File: config.mk
export PLATFORM = sky130hd
export DESIGN_NAME = mem_access_unit_flat
export DESIGN_NICKNAME = d
export VERILOG_FILES = /design/src/rtl/mem_access_unit_if.sv /design/src/rtl/mem_access_unit.sv /design/src/flat_wrapper.sv
export SDC_FILE = /design/constraint.sdc
export NUM_CORES = 1
export LEC_CHECK = 0
export ABC_AREA = 1
export BUFFER_PORTS_ARGS = -buffer_cell sky130_fd_sc_hd__buf_2
export CAP_MARGIN = 40
export CORE_ASPECT_RATIO = 1.4
export CORE_MARGIN = 2
export CORE_UTILIZATION = 46
export CTS_BUF_LIST = sky130_fd_sc_hd__clkbuf_4 sky130_fd_sc_hd__clkbuf_8
export DETAILED_ROUTE_END_ITERATION = 6
export GPL_ROUTABILITY_DRIVEN = 1
export MAX_ROUTING_LAYER = met4
export PLACE_DENSITY = 0.82
export SYNTH_ARGS = -nofsm -noshare
export SYNTH_HDL_FRONTEND = slang
export SYNTH_SLANG_ARGS = --single-unit
File: constraint.sdc
create_clock -name clk -period 1.8 [get_ports clk]
set_clock_uncertainty 0.2 [all_clocks]
set_input_delay 0.09 -clock clk [delete_from_list [all_inputs] [get_ports clk]]
set_output_delay 0.09 -clock clk [all_outputs]
set_load 0.005 [all_outputs]
File: src/rtl/mem_access_unit_if.sv
// Data-bus bundle between the memory stage (master) and the memory system (slave):
// request/grant handshake followed by a read-valid response.
interface mem_access_unit_if;
    logic        dbus_req;
    logic        dbus_we;
    logic [31:0] dbus_addr;
    logic [3:0]  dbus_be;
    logic [31:0] dbus_wdata;
    logic        dbus_gnt;
    logic        dbus_rvalid;
    logic [31:0] dbus_rdata;

    modport master (
        output dbus_req, dbus_we, dbus_addr, dbus_be, dbus_wdata,
        input  dbus_gnt, dbus_rvalid, dbus_rdata
    );

    modport slave (
        input  dbus_req, dbus_we, dbus_addr, dbus_be, dbus_wdata,
        output dbus_gnt, dbus_rvalid, dbus_rdata
    );
endinterface

File: src/rtl/mem_access_unit.sv
// Memory stage: issues load/store transactions on the req/gnt/rvalid data bus, stalls the core
// while they are in flight, and aligns/extends load data for write-back.
module mem_access_unit #(
    parameter int TIMEOUT = 64
) (
    input  logic        clk,
    input  logic        rst_n,
    input  logic        mem_read,
    input  logic        mem_write,
    input  logic [2:0]  funct3,
    input  logic [31:0] alu_out,
    input  logic [31:0] store_data,
    output logic [31:0] mem_out,
    output logic        stall,
    output logic        misalign_err,
    output logic        bus_err,
    mem_access_unit_if.master dbus
);
    typedef enum logic [1:0] {
        S_IDLE     = 2'd0,
        S_WAIT_GNT = 2'd1,
        S_WAIT_RD  = 2'd2,
        S_DONE     = 2'd3
    } state_t;

    localparam logic [7:0] TIMEOUT_LAST = 8'(TIMEOUT - 1);

    state_t      r_state;
    state_t      w_state_next;
    logic [7:0]  r_cnt;
    logic        r_we;
    logic [31:0] r_addr;
    logic [3:0]  r_be;
    logic [31:0] r_wdata;
    logic [2:0]  r_funct3;
    logic [1:0]  r_off;
    logic [31:0] r_mem_out;

    logic        w_access;
    logic        w_f3_ok;
    logic        w_align_ok;
    logic        w_legal;
    logic        w_start;
    logic        w_timeout;
    logic        w_abort;
    logic [3:0]  w_be;
    logic [31:0] w_wdata;
    logic [31:0] w_lane;
    logic [31:0] w_load;

    assign w_access  = mem_read | mem_write;
    assign w_timeout = (r_cnt == TIMEOUT_LAST);

    // Unsigned loads (BU/HU) have no store counterpart, so they are illegal with mem_write.
    always_comb begin
        w_f3_ok    = 1'b0;
        w_align_ok = 1'b0;
        case (funct3)
            3'b000: begin w_f3_ok = 1'b1;       w_align_ok = 1'b1;                end
            3'b001: begin w_f3_ok = 1'b1;       w_align_ok = ~alu_out[0];         end
            3'b010: begin w_f3_ok = 1'b1;       w_align_ok = (alu_out[1:0] == 2'b00); end
            3'b100: begin w_f3_ok = ~mem_write; w_align_ok = 1'b1;                end
            3'b101: begin w_f3_ok = ~mem_write; w_align_ok = ~alu_out[0];         end
            default: begin w_f3_ok = 1'b0;      w_align_ok = 1'b0;                end
        endcase
    end

    assign w_legal = w_f3_ok & w_align_ok;
    assign w_start = (r_state == S_IDLE) & w_access & w_legal;

    always_comb begin
        w_be    = 4'b1111;
        w_wdata = store_data;
        case (funct3[1:0])
            2'b00: begin
                w_be    = 4'b0001 << alu_out[1:0];
                w_wdata = {4{store_data[7:0]}};
            end
            2'b01: begin
                w_be    = 4'b0011 << alu_out[1:0];
                w_wdata = {2{store_data[15:0]}};
            end
            default: begin
                w_be    = 4'b1111;
                w_wdata = store_data;
            end
        endcase
    end

    assign w_lane = dbus.dbus_rdata >> {r_off, 3'b000};

    always_comb begin
        w_load = w_lane;
        case (r_funct3)
            3'b000:  w_load = {{24{w_lane[7]}},  w_lane[7:0]};
            3'b001:  w_load = {{16{w_lane[15]}}, w_lane[15:0]};
            3'b100:  w_load = {24'd0, w_lane[7:0]};
            3'b101:  w_load = {16'd0, w_lane[15:0]};
            default: w_load = w_lane;
        endcase
    end

    // State register plus the access latch, timeout counter and load result.
    always_ff @(posedge clk or negedge rst_n) begin
        if (!rst_n) begin
            r_state   <= S_IDLE;
            r_cnt     <= 8'd0;
            r_we      <= 1'b0;
            r_addr    <= 32'd0;
            r_be      <= 4'd0;
            r_wdata   <= 32'd0;
            r_funct3  <= 3'd0;
            r_off     <= 2'd0;
            r_mem_out <= 32'd0;
        end else begin
            r_state <= w_state_next;
            if (w_state_next != r_state)
                r_cnt <= 8'd0;
            else if (r_state == S_WAIT_GNT || r_state == S_WAIT_RD)
                r_cnt <= r_cnt + 8'd1;
            if (w_start) begin
                r_we     <= mem_write;
                r_addr   <= {alu_out[31:2], 2'b00};
                r_be     <= w_be;
                r_wdata  <= w_wdata;
                r_funct3 <= funct3;
                r_off    <= alu_out[1:0];
            end
            if (r_state == S_WAIT_RD && dbus.dbus_rvalid)
                r_mem_out <= w_load;
            else if (w_abort)
                r_mem_out <= 32'd0;
        end
    end

    // Grant/rvalid take priority over a timeout landing on the same cycle.
    always_comb begin
        w_state_next = r_state;
        case (r_state)
            S_IDLE: begin
                if (w_start)
                    w_state_next = S_WAIT_GNT;
            end
            S_WAIT_GNT: begin
                if (dbus.dbus_gnt)
                    w_state_next = r_we ? S_DONE : S_WAIT_RD;
                else if (w_timeout)
                    w_state_next = S_DONE;
            end
            S_WAIT_RD: begin
                if (dbus.dbus_rvalid || w_timeout)
                    w_state_next = S_DONE;
            end
            default: w_state_next = S_IDLE;
        endcase
    end

    // Combinational outputs are forced low while reset is held, even if the core presents an access.
    always_comb begin
        stall        = 1'b0;
        misalign_err = 1'b0;
        w_abort      = 1'b0;
        dbus.dbus_req = 1'b0;
        case (r_state)
            S_IDLE: begin
                stall        = rst_n & w_start;
                misalign_err = rst_n & w_access & ~w_legal;
            end
            S_WAIT_GNT: begin
                stall         = 1'b1;
                dbus.dbus_req = 1'b1;
                w_abort       = ~dbus.dbus_gnt & w_timeout;
            end
            S_WAIT_RD: begin
                stall   = 1'b1;
                w_abort = ~dbus.dbus_rvalid & w_timeout;
            end
            default: begin
                stall = 1'b0;
            end
        endcase
        bus_err = w_abort;
    end

    assign mem_out         = r_mem_out;
    assign dbus.dbus_we    = r_we;
    assign dbus.dbus_addr  = r_addr;
    assign dbus.dbus_be    = r_be;
    assign dbus.dbus_wdata = r_wdata;
endmodule
File: src/flat_wrapper.sv
// flat-port wrapper written by rule: the top's interface ports become plain ports
module mem_access_unit_flat 
#(
    parameter int TIMEOUT = 64
)
  (clk, rst_n, mem_read, mem_write, funct3, alu_out, store_data, mem_out, stall, misalign_err, bus_err, dbus_dbus_req, dbus_dbus_we, dbus_dbus_addr, dbus_dbus_be, dbus_dbus_wdata, dbus_dbus_gnt, dbus_dbus_rvalid, dbus_dbus_rdata);
  mem_access_unit_if dbus_i ();
  input  logic clk;
  input  logic rst_n;
  input  logic mem_read;
  input  logic mem_write;
  input  logic [2:0] funct3;
  input  logic [31:0] alu_out;
  input  logic [31:0] store_data;
  output logic [31:0] mem_out;
  output logic stall;
  output logic misalign_err;
  output logic bus_err;
  output wire logic [$bits(dbus_i.dbus_req)-1:0] dbus_dbus_req;
  output wire logic [$bits(dbus_i.dbus_we)-1:0] dbus_dbus_we;
  output wire logic [$bits(dbus_i.dbus_addr)-1:0] dbus_dbus_addr;
  output wire logic [$bits(dbus_i.dbus_be)-1:0] dbus_dbus_be;
  output wire logic [$bits(dbus_i.dbus_wdata)-1:0] dbus_dbus_wdata;
  input wire logic [$bits(dbus_i.dbus_gnt)-1:0] dbus_dbus_gnt;
  input wire logic [$bits(dbus_i.dbus_rvalid)-1:0] dbus_dbus_rvalid;
  input wire logic [$bits(dbus_i.dbus_rdata)-1:0] dbus_dbus_rdata;
  assign dbus_dbus_req = dbus_i.dbus_req;
  assign dbus_dbus_we = dbus_i.dbus_we;
  assign dbus_dbus_addr = dbus_i.dbus_addr;
  assign dbus_dbus_be = dbus_i.dbus_be;
  assign dbus_dbus_wdata = dbus_i.dbus_wdata;
  assign dbus_i.dbus_gnt = dbus_dbus_gnt;
  assign dbus_i.dbus_rvalid = dbus_dbus_rvalid;
  assign dbus_i.dbus_rdata = dbus_dbus_rdata;
  mem_access_unit #(.TIMEOUT(TIMEOUT)) u_core (.clk(clk), .rst_n(rst_n), .mem_read(mem_read), .mem_write(mem_write), .funct3(funct3), .alu_out(alu_out), .store_data(store_data), .mem_out(mem_out), .stall(stall), .misalign_err(misalign_err), .bus_err(bus_err), .dbus(dbus_i));
endmodule
# Word level (Yosys, flattened, before mapping)
# Cells that the tools add are included.
dict set report classes {
  mux 19
  add_sub_neg 1
  bitwise 14
  n_reduce_logical 15
  shift 3
  n_eq_ne 12
}
# operator n
set ops {}
lappend ops {{one-hot mux 32 bit (4 select lines)} 1}
lappend ops {{two-way mux 32 bit} 2}
lappend ops {{one-hot mux 32 bit (2 select lines)} 1}
lappend ops {{>> shifter 32 x 5 -> 32 bit} 1}
lappend ops {{two-way mux 8 bit} 2}
lappend ops {{== test 3 bit (second input constant)} 4}
lappend ops {{adder 8 x 1 -> 8 bit (second input constant)} 1}
lappend ops {{bitwise AND 1 bit} 8}
lappend ops {{== test 8 x 6 -> 1 bit (second input constant)} 1}
lappend ops {{two-way mux 2 bit} 4}
lappend ops {{one-hot mux 4 bit (2 select lines)} 1}
lappend ops {{OR reduction 2 bit} 4}
lappend ops {{== test 3 x 1 -> 1 bit (second input constant)} 2}
lappend ops {{logical NOT 2 bit} 3}
lappend ops {{logical NOT 3 bit} 2}
lappend ops {{one-hot mux 1 bit (2 select lines)} 3}
lappend ops {{one-hot mux 2 bit (3 select lines)} 1}
lappend ops {{inverter 1 bit} 5}
lappend ops {{== test 2 x 1 -> 1 bit (second input constant)} 2}
lappend ops {{nonzero test 2 bit} 2}
lappend ops {{left shift 1 x 2 -> 4 bit (first input constant)} 1}
lappend ops {{left shift 2 x 2 -> 4 bit (first input constant)} 1}
lappend ops {{== test 3 x 2 -> 1 bit (second input constant)} 1}
lappend ops {{two-way mux 1 bit} 3}
lappend ops {{other kinds (7)} 8}
dict set report word_totals {
  elab_cells 73
  register_bits 114
  output_inout_bits 105
}

# Logic depth before layout (Yosys ltp)
dict set report logic_depth {
  depth_word 9
  ltp_mapped 12
  ltp_nobuf 12
}

# Worst setup path after synthesis
# OpenSTA, ideal clock, no wires.
dict set report synth_timing {
  path_kind {reg-to-reg}
  from {register u_core.r_state[0]}
  to {register u_core.r_mem_out[4] (netlist: u_core.mem_out[4])}
  slack_ps -83
  t_required_ps 1480
  arrival_ps 1563
  path_buffers 1
  path_stages_with_launch 9
  path_cell_list {dfrtp_1 > inv_1 > ha_1 > nand2_2 > inv_2 > a21oi_1 > nand4_1 > buf_2 > a31o_2}
}
dict set report synth_between {
  elab_chain_cells 3
  elab_cells_between_ends 6
}
# element line
set synth_lines {}
lappend synth_lines {{start, declared} mem_access_unit.sv:28} ;# state_t r_state;
lappend synth_lines {{start signal, assigned} mem_access_unit.sv:116} ;# r_state <= w_state_next;
lappend synth_lines {{== test 2 bit or == test 2 x 1 -> 1 bit (tied branches)} {mem_access_unit.sv:129, mem_access_unit.sv:164}}
lappend synth_lines {{one-hot mux 1 bit (2 select lines) or logical AND 1 bit (tied branches)} {mem_access_unit.sv:164, mem_access_unit.sv:129}}
lappend synth_lines {{nonzero test 2 bit (no line) or two-way mux 32 bit (tied branches)} -}
lappend synth_lines {{end signal, assigned} mem_access_unit.sv:130} ;# r_mem_out <= w_load;
lappend synth_lines {{end, declared} mem_access_unit.sv:37} ;# logic [31:0] r_mem_out;
# Several ways; a longest one is shown, not always the timed one.
# A chain may end at the register's enable or synchronous reset.

# Worst setup path after layout
dict set report layout_timing {
  from {register u_core.r_state[1]}
  to {register u_core.r_be[3] (netlist: u_core.dbus.dbus_be[3])}
}
dict set report layout_between {
  elab_chain_cells 3
}
# element line
set layout_lines {}
lappend layout_lines {{logical NOT 2 bit} mem_access_unit.sv:69} ;# assign w_start = (r_state == S_IDLE) & w_access & w_legal;
lappend layout_lines {{bitwise AND 1 bit (2 in series)} mem_access_unit.sv:69}
lappend layout_lines {{end signal, assigned} mem_access_unit.sv:124} ;# r_be <= w_be;
lappend layout_lines {{end, declared} mem_access_unit.sv:33} ;# logic [3:0] r_be;
# Every way passes these cells.

==> metrics <==
status=finished, violations left; violated checks=setup timing; Detailed Place HPWL=11.6 mm; CP max FO=5; final cycle utilization of the critical path=1.22; Setup Total Neg Slack=-25.76 ns; CTS H-Tree Depth=4; die height=135 um; layout filler cell count=604; clock sink count=114; Fmax=0.454 GHz; PortBufs=207; Buf/Inv on CP=7; final slew viol count=0; 1st-iter DRT viols=740; post-synth cell types=36; YS warnings=0; drt via density=5.88; Max Root-Sink Buffers=2; first-pass GRT wire length=33.3 mm; Final #Nets=1198; worst skew pair latency=approximately 0.45 ns; crit path DAT=2.32 ns; Initial Utilization=0.473; Placed Area=6980 um^2; overall power=0.0145 W; CP delay by family, top=buffers and inverters; wirelength, routed=26.7 mm; CP max stage delay=0.42 ns; total gr overflow=0; core footprint=11900 um^2; CTS tree=done; commonest cells after routing, fill and taps aside=204 x buf_2, 197 x nand2_1, 123 x dlygate4sd3_1; share of layout cells above drive strength 1=0.419; Hold Violations, Final=0; routed via count=between 7000 and 8000; DP Cell Count=1050; antenna-violating nets left=0; crit path kind=reg -> reg; syn_area_per_cell=8.09 um^2; TritonCTS Buffers=17; clk root buf=clkbuf_8; Finished Cell Area=9820 um^2; initial antenna violation count=2; nature of the critical path startpoint=register; # DRC=0; Worst EP required=about 1.9 ns; sequential fraction of the synthesis area=0.505; vias in the first global route=roughly 6700; final std cells w/o fill=1250; WHS=0.123 ns; Max-Cap Viols=0; Die X=97.7 um; total track usage=0.329; Post-Synthesis Cell Area=5650 um^2; endpoints failing setup=113; DIE AREA=13200 um^2; final worst slack=-0.401 ns; R2R depth=12; CP endpoint kind=register; crit-path most repeated cell=buf_6; Leak Pwr=just over 5 nW; Worst path depth=12; Top Ports=210; RSZ-0062 raised after global routing=true; largest net degree at the start of global routing=61; gpl congestion=0.949; power per cell area=1480 nW/um^2; Rows=47; clock-pin slew on the worst setup and hold paths=about 0.08 ns; peak supply drop=0.000875 V; Tightest Pin Transition=0.689 ns; average wire per standard cell=21.4 um; critical path, cell by cell=inv_2 > ha_4 > inv_4 > nor2_4 > nand3_4 > buf_6 > buf_4 > buf_12 > buf_6 > clkbuf_16 > nand2_1 > o211ai_1; Pre-antenna DRT Iters=7; min-delay worst type=in -> async; Worst path slowest cell=dfrtp_1; Max-Slew Margin vs Limit=0.539; Syn Inst Count=699; crit path time final=2.20 ns; FF+latch count, synth=around 110; Layout area overhead=73.7%; commonest non-fill, non-tap cell in the layout=buf_2
[where the power goes]
group,switching [W],total (W),internal [W]
combinational,0.00405,0.00745,0.00340
sequential,0.000955,0.00463,0.00367
clock,0.00118,0.00245,0.00127
total,0.00618,0.0145,0.00835
[stage by stage]
stage	setup WS, ns	utilization
3_3_place_gp	-0.186	0.585
3_5_place_dp	-0.188	0.585
5_1_grt	-0.457	0.822
6_report	-0.401	0.822
4_1_cts	-0.302	0.749
2_1_floorplan	0.00299	-
[cell type report]
cell class              count  area (um^2)  share of cell area
repair buffers            411         3290               0.336
multi-input cells         505         2930               0.298
flip-flops and latches    114         2850               0.291
clock buffers              19          255              0.0260
well taps                 147          184              0.0187
inverters                  39          161              0.0164
clock inverters            13          138              0.0140
diodes                      2         5.00            0.000510
[cell usage after synthesis, drive strengths merged]
library cell	instances	area (um^2)
nand3	42	215
a31o	5	43.8
a221o	2	20.0
dfrtp	114	2850
o211ai	2	28.8
clkbuf	14	52.6
o31ai	1	7.51
mux2i	8	80.1
a2111oi	1	8.76
xnor2	2	17.5
o21ai	86	460
conb	1	3.75
clkinv	1	8.76
or2	1	6.26
ha	5	62.6
a21oi	48	244
a32o	2	20.0
nor2	48	193
nand2	243	940
buf	28	184
inv	38	143
xor2	4	35.0
nand4	3	25.0
[registers in the layout (all words and copies together), names as in the netlist]
register and flops:
u_core.r_off 2, u_core.r_funct3 3, u_core.dbus.dbus_addr 30, u_core.mem_out 32
u_core.dbus.dbus_be 4, u_core.r_cnt 8, u_core.r_state 2, u_core.dbus.dbus_wdata 32
u_core.dbus.dbus_we 1
[logic make-up (layout without fill, tap and decap cells)]
| logic type | count (synthesis) | count (layout) | share of synthesized area |
|---|---|---|---|
| other | 1 | 4 | 0.000664 |
| AOI/OAI and AO/OA | 147 | 147 | 0.147 |
| muxes | 8 | 8 | 0.0142 |
| adders and majority gates | 5 | 5 | 0.0111 |
| and+or+nand+nor | 337 | 337 | 0.244 |
| buffers and inverters | 81 | 482 | 0.0686 |
| xor gates and xnor gates | 6 | 6 | 0.00930 |
| DFF | 114 | 114 | 0.505 |
[timing repair]
item | in CTS | in global routing
endpoints found under the hold margin | 218 | 0
gates resized for setup | 50 | 159
pin swaps | 9 | 30
hold buffers | 123 | 0
setup buffers | 11 | 19
gates cloned | 3 | 16
endpoints found under the setup margin | 82 | 110
[path summary, 6_finish.rpt]
check / startpoint / end / slack [ns]
worst max-delay path: u_core.r_state[1] / u_core.dbus.dbus_be[3] / -0.40
worst min-delay path: rst_n / u_core.dbus.dbus_wdata[4] / 0.12
worst max register to register: u_core.r_state[1] / u_core.dbus.dbus_be[3] / -0.40
worst min register to register: u_core.dbus.dbus_addr[8] / u_core.dbus.dbus_addr[8] / 0.28
max in group asynchronous: rst_n / u_core.r_cnt[7] / 0.22
min in group clk: alu_out[14] / u_core.dbus.dbus_addr[14] / 0.16
[worst min-delay path: cells and delay by family]
family	cells	cell delay [ns]
buffers and inverters	3	1.09
[metal layers]
metal | vias up | part of all wire | GRT usage
met1 | 3424 | 0.33 | 0.372
met3 | 211 | 0.098 | 0.0655
met2 | 656 | 0.50 | 0.546
met4 | 0 | 0.074 | 0.192
met5 | - | 0 | -
li1 | 3060 | - | -
Note: power is estimated with default switching activity, not from simulation.
